## src/rtl/msfsm_toggle_n.sv

```systemverilog
// N-way Mealy toggle controller: steers each Ri_PLUS/Ri_MINUS handshake to the
// next enabled output channel in round-robin order, with sticky error trapping.
module msfsm_toggle_n #(
  parameter int N_CH     = 2,
  parameter int MEALY    = 1,
  parameter int START_CH = 0,
  localparam int CW      = (N_CH > 2) ? $clog2(N_CH) : 1
) (
  input  logic            clk,
  input  logic            reset,
  input  logic            Ri_PLUS,
  input  logic            Ri_MINUS,
  input  logic [N_CH-1:0] ch_en,
  output logic [N_CH-1:0] Ro_PLUS,
  output logic [N_CH-1:0] Ro_MINUS,
  output logic [CW-1:0]   cur_ch,
  output logic            phase,
  output logic            err
);

  typedef enum logic [1:0] {
    S_LOW  = 2'd0,
    S_HIGH = 2'd1,
    S_ERR  = 2'd2
  } state_t;

  localparam logic [N_CH-1:0] ONE = {{(N_CH-1){1'b0}}, 1'b1};

  state_t          r_state;
  logic [CW-1:0]   r_ptr;
  logic [CW-1:0]   r_cur;
  logic            r_err;
  logic [N_CH-1:0] r_ro_plus;
  logic [N_CH-1:0] r_ro_minus;

  logic [CW-1:0]   w_sel;
  logic [CW:0]     w_sum;
  logic [CW-1:0]   w_idx;
  logic            w_plus_ok;
  logic            w_minus_ok;
  logic            w_bad;
  logic [N_CH-1:0] w_ro_plus;
  logic [N_CH-1:0] w_ro_minus;

  // Rotate-priority encoder: scan from the far end so the closest enabled
  // channel at or after r_ptr is the last (winning) assignment.
  always_comb begin
    w_sel = r_ptr;
    w_sum = '0;
    w_idx = '0;
    for (int k = N_CH - 1; k >= 0; k--) begin
      w_sum = {1'b0, r_ptr} + (CW+1)'(k);
      if (w_sum >= (CW+1)'(N_CH)) w_sum = w_sum - (CW+1)'(N_CH);
      w_idx = w_sum[CW-1:0];
      if (ch_en[w_idx]) w_sel = w_idx;
    end
  end

  assign w_plus_ok  = (r_state == S_LOW) && Ri_PLUS && !Ri_MINUS && (|ch_en);
  assign w_minus_ok = (r_state == S_HIGH) && Ri_MINUS && !Ri_PLUS;
  // Any strobe outside LOW/HIGH legal events traps; ERR itself ignores strobes.
  assign w_bad      = (r_state != S_ERR) && (Ri_PLUS || Ri_MINUS) &&
                      !w_plus_ok && !w_minus_ok;

  assign w_ro_plus  = (reset && w_plus_ok)  ? (ONE << w_sel) : '0;
  assign w_ro_minus = (reset && w_minus_ok) ? (ONE << r_cur) : '0;

  always_ff @(posedge clk) begin
    if (!reset) begin
      r_state    <= S_LOW;
      r_ptr      <= CW'(START_CH);
      r_cur      <= CW'(START_CH);
      r_err      <= 1'b0;
      r_ro_plus  <= '0;
      r_ro_minus <= '0;
    end else begin
      r_ro_plus  <= w_ro_plus;
      r_ro_minus <= w_ro_minus;
      case (r_state)
        S_LOW: begin
          if (w_plus_ok) begin
            r_cur   <= w_sel;
            r_state <= S_HIGH;
          end else if (w_bad) begin
            r_err   <= 1'b1;
            r_state <= S_ERR;
          end
        end
        S_HIGH: begin
          if (w_minus_ok) begin
            r_ptr   <= (r_cur == CW'(N_CH - 1)) ? '0 : r_cur + 1'b1;
            r_state <= S_LOW;
          end else if (w_bad) begin
            r_err   <= 1'b1;
            r_state <= S_ERR;
          end
        end
        default: r_state <= S_ERR;
      endcase
    end
  end

  assign Ro_PLUS  = (MEALY != 0) ? w_ro_plus  : r_ro_plus;
  assign Ro_MINUS = (MEALY != 0) ? w_ro_minus : r_ro_minus;
  assign cur_ch   = r_cur;
  assign phase    = (r_state == S_HIGH);
  assign err      = r_err;

endmodule

```

## config.mk

```make
export PLATFORM = sky130hd
export DESIGN_NAME = msfsm_toggle_n
export DESIGN_NICKNAME = d
export VERILOG_FILES = /design/src/rtl/msfsm_toggle_n.sv
export SDC_FILE = /design/constraint.sdc
export NUM_CORES = 1
export LEC_CHECK = 0
export ABC_AREA = 0
export ABC_CLOCK_PERIOD_IN_PS = 2600
export CORE_AREA = 2 2 39 41
export CTS_CLUSTER_DIAMETER = 80
export DETAILED_ROUTE_END_ITERATION = 8
export DIE_AREA = 0 0 41 43
export PLACE_DENSITY_LB_ADDON = 0.15
export SETUP_SLACK_MARGIN = 0.02
export SLEW_MARGIN = 10
export SYNTH_ARGS = -nofsm -noshare
export SYNTH_HDL_FRONTEND = slang
export SYNTH_SLANG_ARGS = --single-unit
```

## constraint.sdc

```tcl
create_clock -name clk -period 2.6 [get_ports clk]
set_input_delay 0.78 -clock clk [delete_from_list [all_inputs] [get_ports clk]]
set_output_delay 0.78 -clock clk [all_outputs]
set_load 0.03 [all_outputs]
```

After elaboration in Yosys (flattened, before gate mapping):

Cells that the tools add are included.
W data, S select, Z words.

* add/sub/neg operators: 4
* order comparisons: 4
* equal/unequal tests: 4
* shift-type cells: 2
* multiplexer cells: 19
* reduce and logical (&&, ||, !) cells: 21

Operators by type and width (count)
* $mux W1: 12
* $logic_and A1 B1 Y1: 10
* $mux W2: 5
* $ne A2 B2 Y1 const B: 3
* $logic_not A1 Y1: 4
* $lt A1 B2 Y1 const B: 2
* $pmux W2 S2: 1
* $reduce_and A2 Y1: 2
* $shl A1 B1 Y2 const A: 2
* $reduce_and A3 Y1: 1
* $add A1 B1 Y2 const B: 1
* $eq A2 B1 Y1 const B: 1
* $ge A1 B2 Y1 const B: 1
* $ge A2 B2 Y1 const B: 1
* $logic_not A2 Y1: 1
* $pmux W1 S2: 1
* $reduce_bool A2 Y1: 1
* $reduce_or A2 Y1: 1
* $sub A1 B1 Y1 const B: 2
* $add A1 B1 Y1 const B: 1
* $logic_or A1 B1 Y1: 1

* flip-flop bits (word level): 5
* input bits: 6
* output and inout bits: 7
* word-level logic and storage cells: 58

Longest topological paths before layout:

Gate-level depths: netlist of the first run.

* word-level depth: 10
* gate-level depth with buffers: 3
* gate-level depth less buffers: 3

Worst setup path after synthesis of the first run:

No wires, ideal clock.

* path type: input -> output
* start: input port Ri_MINUS
* end: output port Ro_PLUS[1]
* arrival time: 1942 ps
* data required time: 1820 ps
* setup slack: -122 ps
* stages on the path: 3
* path buffers: 0
* cells stage by stage: nor4b_4 nand2_1 nor3b_1

* longest elaborated chain between the ends: 5

Ends and longest elaborated chain
* start, declared: line 12 `input logic Ri_MINUS,`
* $logic_not A1 Y1: line 59 `assign w_plus_ok = (r_state == S_LOW) && Ri_PLUS && !Ri_MINUS && (|ch_en);`
* $logic_and A1 B1 Y1 (2 in series): line 59
* $logic_and A1 B1 Y1: line 65 `assign w_ro_plus = (reset && w_plus_ok) ? (ONE << w_sel) : '0;`
* $mux W2: line 65
* end, declared: line 14 `output logic [N_CH-1:0] Ro_PLUS,`

Every way passes these cells.

Final worst setup path of the first run:

* start: input port Ri_PLUS
* end: output port Ro_MINUS[0]

* longest elaborated chain between the ends: 4

Ends and longest elaborated chain
* start, declared: line 11 `input logic Ri_PLUS,`
* $logic_not A1 Y1: line 60 `assign w_minus_ok = (r_state == S_HIGH) && Ri_MINUS && !Ri_PLUS;`
* $logic_and A1 B1 Y1: line 60
* $logic_and A1 B1 Y1: line 66 `assign w_ro_minus = (reset && w_minus_ok) ? (ONE << r_cur) : '0;`
* $mux W2: line 66
* end, declared: line 15 `output logic [N_CH-1:0] Ro_MINUS,`

Every way passes these cells.

==> results of run 1 <==
[repair_timing]
item,CTS,global route
pin swaps,3,5
hold buffers,0,0
endpoints found under the setup margin,4,4
resized for setup,9,5
buffers inserted,1,1
[cells in the mapped netlist]
cell | n | area (um2)
dfxtp_1 | 5 | 100.1
nor2_1 | 4 | 15.01
a221oi_1 | 1 | 8.760
or2_2 | 1 | 6.260
a21oi_1 | 1 | 5.000
mux2i_1 | 1 | 10.01
a311oi_1 | 1 | 8.760
and4bb_2 | 1 | 12.51
nor3b_1 | 1 | 7.510
and3_2 | 1 | 7.510
inv_1 | 5 | 18.77
o21a_1 | 1 | 7.510
a211o_2 | 1 | 10.01
nor3_1 | 1 | 5.000
nand2_1 | 2 | 7.510
nor4b_4 | 1 | 23.77
a211oi_2 | 1 | 12.51
maj3_1 | 1 | 10.01
nand2b_1 | 1 | 6.260
or3_1 | 1 | 6.260
o21ai_0 | 1 | 5.000
[area by class of cell]
class                           count  area share [%]
Inverter                            5           3.394
Multi-Input combinational cell     23           35.52
Tap cell                           16           3.620
Timing Repair Buffer               23           34.62
Clock buffer                        4           4.751
Sequential cell                     5           18.10
[flip-flops by register name, summed over array words and instances, names as in the netlist]
name	count
r_state	2
err	1
r_ptr	1
cur_ch	1
[power groups by stage]
stage | sequential (uW) | clock (uW) | combinational (uW)
after floorplan | 92.2 | 0 | 18.9
after CTS | 86.9 | 100 | 52.1
after global placement | 87.7 | 0 | 52.3
final | 87.2 | 94.6 | 52.7
after global routing | 87.7 | 110 | 56.9
after detailed placement | 88.2 | 0 | 52.8
[cell families after synthesis]
kind of cell / after synthesis / synth area share, %
AOI/OAI and AO/OA: 7 / 19.57
muxes: 1 / 3.404
DFF: 5 / 34.04
and+or+nand+nor: 14 / 33.19
adders and majority gates: 1 / 3.404
buffers and inverters: 5 / 6.384
[layer usage]
metal / global-route usage, % / up-vias / wire, um
met5: 0 / - / 0
met4: 6.000 / 0 / 0
met3: 10.47 / 0 / 79
met2: 19.38 / 11 / 472
met1: 10.03 / 161 / 321
li1: - / 175 / -
[per-stage QoR]
step                      std cells  worst slack (ns)
final                            76           0.08461
after global routing             76           0.01303
after CTS                        75           0.02045
after detailed placement         70           -0.2086
after global placement           70           -0.1827
after floorplan                  33            0.1490
[path summary, 6_finish.rpt]
check	to	slack, ns	depth (start not counted)
worst max-delay path	Ro_MINUS[0]	0.08	6
worst min-delay path	err	0.47	1
worst max register to register	r_state[1]	1.20	5
worst min register to register	err	0.47	1
[critical path, cell delays in order]
cell	delay [ns]
clkdlybuf4s15_1	0.18
buf_4	0.14
and4bb_2	0.31
nand2_2	0.07
nor2_2	0.09
buf_4	0.16
==> results.md, run 1 <==
* Crit path time final at 2.515 ns
* # nets final at 67
* Worst Path Required at 1.82 ns
* Die footprint at 1763 um2
* # DRC at 0
* Commonest non-fill, non-tap cell in the layout: buf_4
* CTS tree: done
* Avg Inst Size Synth at 8.910 um2
* Synthesized Nets at 39
* Syn Std Cell Area at 294.0 um2
* Final Instance Area at 553.0 um2
* Max IR drop VDD at 152.1 uV
* # rows at 14
* Flip-flop and latch count after synthesis at 5
* Antenna violations before repair at 0
* Unrepaired setup endpoints after global routing: true
* Multi-input gate area at 196.4 um2
* Global-route wire length before repair at 1.366 mm
* Number of global-route vias before repair at 342
* Most frequent cells in the layout: 14 x buf_4, 5 x inv_1, 5 x dfxtp_1
* CTS max path bufs at 2
* P_leak at 0.0002459 uW
* Grt ovf at 0
* Setup_tns at 0 ns
* CP Capture Type: primary output
* Pwr dens at 423.9 nW/um2
* Chip Width at 41 um
* Sw Ratio at 28.16%
* Worst Hold Launch: err
* Crit Path Max Fanout at 2
* Dpl hpwl at 643.9 um
* Worst setup path startpoint: Ri_PLUS
* Ys Warns at 0
* Final hold vios at 0
* Placed cell area at 501.7 um2
* Reg power frac at 37.2%
* Reg2reg start: r_state[1]
* Fin Hold WS at 0.4696 ns
* I/O pin count at 13
* P&R area growth vs syn at 88.08%
* DR WL/cell at 11.49 um
* Kind of critical path: primary input to primary output
* Clock-pin slew on the worst setup and hold paths at 0.04 ns
* Buffers added on ports at 12
* Largest net degree at the start of global routing at 7
* Clk root buf: clkbuf_4
* Final period util at 96.75%
* Seq. cell area at 100.1 um2
* Critical path data arrival time at 1.74 ns
* Comb pwr share at 22.5%
* H-tree depth reported by CTS at 1
* Initial core utilization at 21.25%
* Internal Power at 168.4 uW
* Gate Count Post-Synth at 33
* Drt via density at 4.566
* Vias post-DR at 347
* Clk_skew at 0.007124 ns
* Max Cap Viol at 0
* CTS Buf Count at 3
* Clk sinks at 5
* # setup viols final at 0
* Overall die height at 43 um
* Core area at 1384 um2
* Pre-antenna DRT Iters at 2
* Fill count at 149
* Initial DRC Count at 5
* Fin util at 39.96%
* Rel. slew slack at 79.02%
* Seq/Total Area, Yosys at 34.04%
* Fin. max-slew vios at 0
* Clk_lat worst skew at 0.25 ns
* Clk pwr share at 40.3%
* Crit path launch type: primary input
* Achievable clock frequency at 397.6 MHz
* Netlist cell types at 21
* Routed WL at 873 um
* NetSw at 66.01 uW
* Hold Path Class: flop to flop
* Gpl congestion at 0.6869
* Worst-Margin Slew at 0.3138 ns
* Antenna-violating nets left at 0
* Final Total Pwr at 234.4 uW
* Antenna cells at 0
* Status: finished, final reports clean
* Layout cells sized above 1 at 53.33%
* GRT Util Overall at 12.27%
(Power assumes the default switching activity.)
==> inputs of run 2 (changes only) <==
--- a/config.mk
+++ b/config.mk
@@ -11,6 +11,7 @@
 export CTS_CLUSTER_DIAMETER = 80
 export DETAILED_ROUTE_END_ITERATION = 8
 export DIE_AREA = 0 0 41 43
+export HOLD_SLACK_MARGIN = 0.08
 export PLACE_DENSITY_LB_ADDON = 0.15
 export SETUP_SLACK_MARGIN = 0.02
 export SLEW_MARGIN = 10
==> results of run 2 <==
The final DEF is identical to that of run 1; final timing and power are the same.
